### src/rtl/ram_stream_reader.sv
// Read-side controller for dp_ram: turns a (base, length) command into credit-limited RAM
// reads and re-emits the returned words as a valid/ready stream with a last marker.
//
// state | meaning
// FLUSH | after reset, discard responses to reads issued before reset
// IDLE  | accept a command
// RUN   | issue reads and stream the returned words
module ram_stream_reader #(
  parameter int LATENCY    = 2,
  parameter int ADDR_WIDTH = 10,
  parameter int DATA_WIDTH = 32,
  parameter int BUF_DEPTH  = 4
) (
  input  logic                  clk,
  input  logic                  rst,
  input  logic                  cmd_start,
  input  logic [ADDR_WIDTH-1:0] cmd_addr,
  input  logic [ADDR_WIDTH:0]   cmd_len,
  output logic                  cmd_ready,
  output logic                  done,
  output logic [ADDR_WIDTH-1:0] ram_addr,
  output logic                  ram_rd,
  input  logic [DATA_WIDTH-1:0] ram_data,
  input  logic                  ram_data_valid,
  output logic [DATA_WIDTH-1:0] m_data,
  output logic                  m_valid,
  output logic                  m_last,
  input  logic                  m_ready
);

  localparam int CW  = $clog2(BUF_DEPTH + 1);
  localparam int CW1 = CW + 1;
  localparam int PW  = (BUF_DEPTH > 1) ? $clog2(BUF_DEPTH) : 1;
  localparam int LW  = ADDR_WIDTH + 1;
  localparam logic [CW:0]         DEPTH_C = CW1'(BUF_DEPTH);
  localparam logic [PW-1:0]       PTR_MAX = PW'(BUF_DEPTH - 1);
  localparam logic [ADDR_WIDTH:0] LEN_ONE = LW'(1);

  typedef enum logic [1:0] {S_FLUSH, S_IDLE, S_RUN} state_t;

  state_t                state, state_next;
  logic [1:0]            flush_cnt;
  logic [ADDR_WIDTH:0]   issue_left;
  logic [ADDR_WIDTH:0]   beats_left;
  logic [CW-1:0]         inflight;
  logic [CW-1:0]         occupancy;
  logic [PW-1:0]         wr_ptr;
  logic [PW-1:0]         rd_ptr;
  logic [DATA_WIDTH-1:0] buf_mem [BUF_DEPTH];

  logic accept;
  logic push;
  logic pop;
  logic last_beat;
  logic has_credit;

  function automatic logic [PW-1:0] ptr_inc(input logic [PW-1:0] p);
    return (p == PTR_MAX) ? '0 : p + PW'(1);
  endfunction

  assign accept     = (state == S_IDLE) && cmd_start;
  assign has_credit = ({1'b0, inflight} + {1'b0, occupancy}) < DEPTH_C;
  // Responses are only meaningful in RUN; in FLUSH they belong to reads issued before reset.
  assign push       = (state == S_RUN) && ram_data_valid;
  assign pop        = m_valid && m_ready;
  assign last_beat  = pop && m_last;
  assign m_data     = buf_mem[rd_ptr];

  always_ff @(posedge clk) begin
    if (rst) state <= S_FLUSH;
    else     state <= state_next;
  end

  always_comb begin
    state_next = state;
    case (state)
      S_FLUSH: if (flush_cnt == 2'd0) state_next = S_IDLE;
      S_IDLE:  if (cmd_start && (cmd_len != '0)) state_next = S_RUN;
      S_RUN:   if (last_beat) state_next = S_IDLE;
      default: state_next = S_FLUSH;
    endcase
  end

  always_comb begin
    cmd_ready = (state == S_IDLE);
    ram_rd    = (state == S_RUN) && (issue_left != '0) && has_credit;
    m_valid   = (occupancy != '0);
    m_last    = m_valid && (beats_left == LEN_ONE);
  end

  always_ff @(posedge clk) begin
    if (rst) begin
      flush_cnt  <= 2'(LATENCY);
      ram_addr   <= '0;
      issue_left <= '0;
      beats_left <= '0;
      inflight   <= '0;
      occupancy  <= '0;
      wr_ptr     <= '0;
      rd_ptr     <= '0;
      done       <= 1'b0;
      for (int i = 0; i < BUF_DEPTH; i++) buf_mem[i] <= '0;
    end else begin
      done <= (accept && (cmd_len == '0)) || last_beat;

      if ((state == S_FLUSH) && (flush_cnt != 2'd0)) flush_cnt <= flush_cnt - 2'd1;

      if (accept) begin
        ram_addr   <= cmd_addr;
        issue_left <= cmd_len;
        beats_left <= cmd_len;
      end else begin
        if (ram_rd) begin
          ram_addr   <= ram_addr + ADDR_WIDTH'(1);
          issue_left <= issue_left - LEN_ONE;
        end
        if (pop) beats_left <= beats_left - LEN_ONE;
      end

      inflight  <= inflight + CW'(ram_rd) - CW'(push);
      occupancy <= occupancy + CW'(push) - CW'(pop);

      if (push) begin
        buf_mem[wr_ptr] <= ram_data;
        wr_ptr          <= ptr_inc(wr_ptr);
      end
      if (pop) rd_ptr <= ptr_inc(rd_ptr);
    end
  end

endmodule

### config.mk
export PLATFORM = sky130hd
export DESIGN_NAME = ram_stream_reader
export DESIGN_NICKNAME = d
export VERILOG_FILES = /design/src/rtl/ram_stream_reader.sv
export SDC_FILE = /design/constraint.sdc
export NUM_CORES = 1
export LEC_CHECK = 0
export CORE_MARGIN = 5
export CORE_UTILIZATION = 56
export CTS_BUF_LIST = sky130_fd_sc_hd__clkbuf_4 sky130_fd_sc_hd__clkbuf_8 sky130_fd_sc_hd__clkbuf_16
export DETAILED_ROUTE_END_ITERATION = 8
export PLACE_DENSITY = 0.81
export SETUP_SLACK_MARGIN = 0.1
export SYNTH_ARGS = -nofsm -noshare
export SYNTH_HDL_FRONTEND = slang
export SYNTH_SLANG_ARGS = --single-unit
### constraint.sdc
create_clock -name clk -period 4.5 [get_ports clk]
set_input_delay 0.45 -clock clk [delete_from_list [all_inputs] [get_ports clk]]
set_output_delay 0.45 -clock clk [all_outputs]
set_load 0.01 [all_outputs]
[Yosys cells after proc, flatten, opt, wreduce, memory -nomap -nowiden]
Memories as Yosys holds them, arrays and structs flattened. A register that Yosys moved wholly into a read port is not among the register bits.
Cells that the tools add are included.
Cells by class
  multiplexer cells: 22
  equality and inequality tests: 8
  magnitude comparators: 1
  reductions and logical operators: 22
  $add $sub $neg: 11
Operator list (count)
  $mux W11: 4
  $mux W32: 1
  $reduce_or A32 Y1: 1
  $reduce_bool A11 Y1: 2
  $sub A11 B1 Y11 const B: 2
  $mux W10: 2
  $mux W2: 8
  $eq A11 B1 Y1 const B: 1
  $logic_not A11 Y1: 1
  $add A10 B1 Y10 const B: 1
  $logic_and A1 B1 Y1: 10
  $add A3 B1 Y3: 2
  $eq A2 B2 Y1 const B: 3
  $mux W1: 6
  $pmux W2 S3: 1
  $reduce_bool A2 Y1: 3
  $sub A3 B1 Y3: 2
  $add A2 B1 Y2 const B: 2
  $add A3 B3 Y4: 1
  $logic_not A2 Y1: 2
  $lt A4 B3 Y1 const B: 1
  $ne A2 B2 Y1 const B: 2
  $reduce_and A3 Y1: 1
  $reduce_bool A3 Y1: 1
  other kinds (4): 4
Storage, ports and cells
  memories kept: 1
  input bits: 58
  logic and storage cells: 75
  flip-flop bits (word level): 47
  memory bits (writable): 128
Memories
  buf_mem: words 4, bits a word 32, read ports 1, clocked after Yosys merged registers in 1, write ports 4, line 49  | logic [DATA_WIDTH-1:0] buf_mem [BUF_DEPTH];

[Longest topological paths before layout]
Gate-level depths: netlist of the first run.
  depth in word-level cells: 7
  depth in mapped cells: 12

[Worst setup path before layout of the first run]
Ideal clock, no wire load.
  kind: flip-flop to flip-flop
  start point: reg state[1]
  end point: mem buf_mem[3][0] (enable)
  data arrival time: 3.146 ns
  setup slack: 0.888 ns
  setup time: 0.466 ns
  cell stages (with the launch flop): 4
  path buffers: 0
  path through: dfxtp_1 > nor2b_1 > nand2_1 > o21ai_0
RTL lines
  start: declaration: line 41  | state_t state, state_next;
  start signal: assignment: line 71  | else state <= state_next;
  end: declaration: line 49

[Worst setup path after layout of the first run]
  start point: reg occupancy[2]
  end point: out ram_rd
On the way
  longest elaborated chain between the ends: 3
Ends and longest elaborated chain
  start: declaration: line 46  | logic [CW-1:0] occupancy;
  start signal: assignment: line 121  | occupancy <= occupancy + CW'(push) - CW'(pop);
  $add A3 B3 Y4: line 62  | assign has_credit = ({1'b0, inflight} + {1'b0, occupancy}) < DEPTH_C;
  $lt A4 B3 Y1: line 62
  $logic_and A1 B1 Y1: line 86  | ram_rd = (state == S_RUN) && (issue_left != '0) && has_credit;
  end: declaration: line 22  | output logic ram_rd,
Every way passes these cells.

==> flow_summary_export.csv, run 1 <==
group,metric,value,unit
setup_path,worstReg2RegStart,"occupancy[2]$_SDFF_PP0_",
power_and_ir_drop,p_per_area,498,mW/mm²
floorplanning,pin_count,105,
final_layout,final_cell_mix,"and2_1, edfxtp_1, clkdlybuf4s50_1, dfxtp_1, nor2_1",
routing,routed_wl,18.3,mm
routing,top_layer,"met4",
global_route,grt_max_degree,45,
status,status,"finished clean",
final_layout,fin_nets,811,
global_route,grt_overflow,0,
synthesis,ys.flop_type,"edfxtp_1",
timing,fin_tns_setup,0,ns
timing,period_needed,3.63,ns
global_route,grt_pass1_vias,5815,
cts,clockBufferDepth,2,
routing,met3_length,1.19,mm
floorplanning,rows,44,
timing,slew_headroom,33.7,%
synthesis,synthXorXnorAreaFrac,1.37,%
setup_path,critPathSlowestCell,"and3_1",
routing,drc,0,
synthesis,netlist_instances,646,
setup_path,cp_cell_sequence,"ha_1 -> nor3_1 -> and3_1 -> nand2_1 -> inv_1 -> clkdlybuf4s50_1",
floorplanning,die_w,132,µm
final_layout,drive_gt1_share,11.7,%
global_route,grt_antenna_before_repair,0,
timing,finalSetupViolCount,0,
routing,routedWlPerCell,19.6,µm
timing,hold_viol,0,
synthesis,synthAdderAreaFrac,2.45,%
final_layout,n_antenna_cell,0,
synthesis,ys_seq_area_share,58.3,%
placed_design,io_buffers,104,
timing,worstMarginPinSlew,0.978,ns
final_layout,syn_to_final_growth,21.7,%
cts,clk_latency,0.43,ns
timing,drv_slew,0,
synthesis,async_flop_share,0,%
timing,min_period_over_period,80.7,%
timing,rsz0062_at_grt,"no",
synthesis,synth.mux.area_fraction,8.70,%
setup_path,cp_max_fo,20,
synthesis,synth_top_area_share,46.4,%
routing,met1_length,7.60,mm
synthesis,yosys.cell_types.count,59,
setup_path,start_kind,"flip-flop",
run,drv_cap,0,
cts,h-tree-depth,4,
timing,hold_ws,0.495,ns
cts,path_clk_slew,0.06,ns
timing,skew,0.00825,ns
power_and_ir_drop,p_leak,3.66,nW
floorplanning,coreArea,0.0145,mm²
routing,dr_total_vias,5585,
floorplanning,die_h,132,µm
routing,antenna_left,0,
hold_path,min_path_type,"flip-flop to flip-flop",
synthesis,synth_area_leaders,"edfxtp_1, dfxtp_1, and2_1, mux4_2, ha_1",
hold_path,hp-start,"rd_ptr[1]$_SDFFE_PP0P_",
synthesis,synth.cell_area,0.00828,mm²
placed_design,gp_congestion,0.897,
synthesis,synth_enable_flop_cells,128,
setup_path,critPathKind,"flip-flop to primary output",
synthesis,synth_compound_area_share,7.71,%
cts,cts_hold_buffers,0,
setup_path,critPathLaunch,"occupancy[2]$_SDFF_PP0_",
cts,cts_num_sinks,177,
routing,via_per_inst,5.97,
global_route,grt_first_pass_wirelength,30.1,mm
setup_path,end_kind,"primary output",
floorplanning,start_util,57.0,%
cts,cts_tree,"done",
cts,post_cts_buffers,0,
synthesis,synth_simple_gate_area_share,18.8,%
timing,fmax,275,MHz
cts,cts_inserted_buffers,17,
routing,first_pass_iters,5,
routing,wl_met2,9.25,mm
setup_path,worst_ep_arrival_time,3.18,ns
final_layout,layout_commonest_cell,"and2_1",
floorplanning,die_area,0.0173,mm²
synthesis,ys_ff_latch,177,
synthesis,yosys.area.top_type,"edfxtp_1",
global_route,grt_usage,21.7,%
synthesis,yosysWarningCount,0,
synthesis,synth_top_family_by_area,"simple AND/OR/NAND/NOR gates",
cts,cts_resized,0,
setup_path,crit_required,4.05,ns
power_and_ir_drop,ir_drop,331,µV
setup_path,slowest_delay,0.70,ns
routing,first_iter_violations,420,
synthesis,synth.avg_cell_area,12.8,µm²
synthesis,synth_nets,719,
placed_design,dp_hpwl,11.5,mm
cts,cts-root-buf,"clkbuf_16",
[power breakdown]
group / switching (mW) / internal (mW)
Combinational: 0.690 / 0.692
Clock: 0.591 / 0.882
Sequential: 0.235 / 1.93
[flip-flops by register name, summed over array words and instances (netlist names), 3 cells and up, named ones only]
signal      count
occupancy       3
issue_left     11
beats_left     11
ram_addr       10
inflight        3
buf_mem       128
[stage by stage]
step / utilization [%] / setup WS (ns) / power [mW] / instance area, µm² / cells
floorplan: - / 0.888 / 3.07 / 8280 / 646
global placement: 65.2 / 1.39 / 3.51 / 9470 / 903
detailed placement: 65.2 / 1.33 / 3.56 / 9470 / 903
CTS: 69.3 / 0.906 / 5.03 / 10100 / 935
global route: 69.3 / 0.684 / 5.26 / 10100 / 935
finish: 69.3 / 0.868 / 5.02 / 10100 / 935
[final cells by class]
type	count	area, µm²
Fill cell	1005	4460
Tap cell	184	230
Sequential cell	177	4830
Clock buffer	25	533
Multi-Input combinational cell	414	3260
Clock inverter	7	70.1
Inverter	16	60.1
Timing Repair Buffer	112	1100
[synthesized netlist by cell type, types with 3 or more instances]
cell type	number
a211oi_1	13
a21oi_1	11
a311oi_1	4
a31oi_1	8
a32oi_1	3
and2_1	129
and3_1	6
and3b_1	3
and4_1	3
buf_2	6
clkbuf_1	30
dfxtp_1	49
edfxtp_1	128
ha_1	13
inv_1	15
mux4_2	32
nand2_1	23
nand3_1	9
nand4_1	7
nor2_1	37
nor2b_1	6
nor3_1	12
nor4_1	6
nor4_2	3
o211ai_1	11
o21ai_0	9
o311a_1	5
or2_2	4
or3_1	9
or4_1	4
xnor2_1	8
xor2_1	5
[worst paths after layout]
path	slack, ns	end	depth (start not counted)
setup / recovery	0.87	ram_rd	6
hold / removal	0.50	flip-flop	2
setup reg to reg	1.23	inflight[2]$_SDFF_PP0_	11
hold reg to reg	0.50	flip-flop	2
[per-layer routing]
layer	track usage (%)	vias up
met2	36.2	205
met4	5.09	0
met5	0	-
met3	6.23	23
met1	28.4	2756
li1	-	2601
[cells by family (layout without fill, tap and decap cells)]
group	Yosys count	after routing
buffers and inverters	55	160
adders and majority gates	15	15
AOI/OAI and AO/OA	86	86
muxes	32	32
and+or+nand+nor	268	268
DFF	177	177
xor gates and xnor gates	13	13
[critical path: cells and delay by family (launching register included)]
| family | cells | cell delay [ns] |
|---|---|---|
| simple gates | 3 | 1.16 |
| buf+inv | 2 | 0.88 |
| flops | 1 | 0.44 |
| fa+ha+maj | 1 | 0.27 |
No activity file was read; power rests on OpenSTA's default activity.
==> run 2: changes to the inputs <==
==> constraint.sdc (replaced) <==
create_clock -name clk -period 3.64 [get_ports clk]
set_input_delay 0.364 -clock clk [delete_from_list [all_inputs] [get_ports clk]]
set_output_delay 0.364 -clock clk [all_outputs]
set_load 0.01 [all_outputs]
==> flow_summary_export.csv, run 2 (synthesized netlist as in run 1, its figures left out) <==
group,metric,value,unit
status,status,"finished clean",
setup_path,crit_buf_inv,3,
routing,via_per_inst,5.98,
setup_path,critPathSlowestCell,"clkdlybuf4s50_1",
timing,hold_ws,0.488,ns
power_and_ir_drop,p_per_area,605,mW/mm²
routing,antenna_left,0,
timing,postLayoutSetupSlackWorst,0.510,ns
floorplanning,die_area,0.0173,mm²
final_layout,syn_to_final_growth,21.3,%
setup_path,cp_top_family,"buffers and inverters",
cts,cts_resized,0,
setup_path,slowest_delay,0.59,ns
timing,slew_headroom,30.1,%
run,drv_cap,0,
hold_path,min_path_type,"flip-flop to flip-flop",
routing,drc,0,
placed_design,dp_hpwl,11.7,mm
final_layout,fin_nets,815,
cts,clockBufferDepth,2,
final_layout,top_register,"buf_mem",
routing,first_pass_iters,5,
routing,first_iter_violations,376,
final_layout,num-fill-cells,1015,
timing,drv_slew,0,
cts,path_clk_slew,0.06,ns
final_layout,final_cell_mix,"and2_1, edfxtp_1, clkdlybuf4s50_1, dfxtp_1, nor2_1",
timing,skew,0.00564,ns
cts,cts-root-buf,"clkbuf_16",
cts,cts_inserted_buffers,17,
placed_design,io_buffers,104,
cts,post_cts_buffers,0,
final_layout,layout_commonest_cell,"and2_1",
global_route,grt_overflow,0,
timing,min_period_over_period,86.0,%
global_route,grt_first_pass_wirelength,29.3,mm
placed_design,gp_congestion,0.896,
global_route,grt_usage,21.0,%
floorplanning,die_w,132,µm
timing,period_needed,3.13,ns
cts,cts_hold_buffers,0,
setup_path,crit_required,3.28,ns
power_and_ir_drop,ir_drop,403,µV
floorplanning,pin_count,105,
cts,h-tree-depth,4,
setup_path,end_kind,"primary output",
global_route,grt_max_degree,45,
cts,cts_tree,"done",
final_layout,final_area,0.0100,mm²
final_layout,reg_top3,"buf_mem (128), beats_left (11), issue_left (11)",
global_route,grt_pass1_vias,5742,
setup_path,cp_max_fo,20,
cts,cts_num_sinks,177,
global_route,grt_antenna_before_repair,0,
placed_design,dpl_worst_slack,0.734,ns
timing,fin_tns_setup,0,ns
setup_path,cp_cell_sequence,"ha_1 -> nor3_1 -> and3_1 -> buf_4 -> nand2_1 -> inv_1 -> clkdlybuf4s50_1",
floorplanning,start_util,57.0,%
setup_path,critPathKind,"flip-flop to primary output",
timing,worstMarginPinSlew,1.03,ns
routing,dr_total_vias,5617,
power_and_ir_drop,p_leak,3.65,nW
cts,clk_latency,0.42,ns
timing,fmax,319,MHz
floorplanning,coreArea,0.0145,mm²
floorplanning,die_h,132,µm
final_layout,largest_reg_flops,128,
routing,routed_wl,18.2,mm
placed_design,place_area,0.00950,mm²
timing,finalSetupViolCount,0,
timing,rsz0062_at_grt,"no",
timing,hold_viol,0,
setup_path,worst_ep_arrival_time,2.77,ns
routing,routedWlPerCell,19.3,µm
final_layout,n_antenna_cell,0,
final_layout,drive_gt1_share,11.9,%
floorplanning,rows,44,
setup_path,start_kind,"flip-flop",
==> run 2: changes by cell type in the layout (fill, tap and decap cells not counted), sizes merged <==
cell	before	now
buf	8	12
clkbuf	25	21
clkinv	4	7
clkinvlp	1	2
==> run 2: power by group <==
group          internal, mW  switching (mW)
Clock                 0.964           0.728
Combinational         0.877           0.868
Sequential             2.38           0.263
==> run 2: area by class of cell <==
class / count / area, µm² / area share, %
Inverter: 16 / 60.1 / 0.598
Clock buffer: 21 / 455 / 4.53
Sequential cell: 177 / 4830 / 48.0
Multi-Input combinational cell: 414 / 3260 / 32.4
Timing Repair Buffer: 116 / 1130 / 11.3
Tap cell: 184 / 230 / 2.29
Clock inverter: 11 / 88.8 / 0.884
==> run 2: worst register-to-register path, stage by stage, from the launching register on <==
cell     delay [ns]
dfxtp_1        0.43
ha_1           0.27
nor3_1         0.19
and3_1         0.19
buf_4          0.24
nand2_1        0.20
inv_1          0.23
ha_1           0.18
inv_1          0.04
fa_1           0.40
xor2_1         0.18
xnor2_1        0.14
nor2_1         0.05
==> run 2: per-layer routing <==
layer	vias to the layer above	wire (µm)	track usage (%)
met2	215	9120	35.4
met5	-	0	0
met1	2765	7710	27.5
met4	0	248	6.34
li1	2611	-	-
met3	26	1080	4.47
==> run 2: through the flow <==
step	total power, mW	cells	utilization, %
after detailed placement	4.42	907	65.4
after CTS	6.11	939	69.1
after global placement	4.36	907	65.4
after global routing	6.39	939	69.1
final	6.08	939	69.1
after floorplan	3.79	646	-
==> run 2: worst paths after layout <==
| check | to | cells after the start | slack [ns] | start |
|---|---|---|---|---|
| worst max-delay path | ram_rd | 7 | 0.51 | occupancy[2]$_SDFF_PP0_ |
| worst min-delay path | flush_cnt[1]$_SDFFE_PP1P_ | 2 | 0.49 | flush_cnt[1]$_SDFFE_PP1P_ |
| worst max register to register | inflight[2]$_SDFF_PP0_ | 12 | 0.76 | occupancy[2]$_SDFF_PP0_ |
| worst min register to register | flush_cnt[1]$_SDFFE_PP1P_ | 2 | 0.49 | flush_cnt[1]$_SDFFE_PP1P_ |
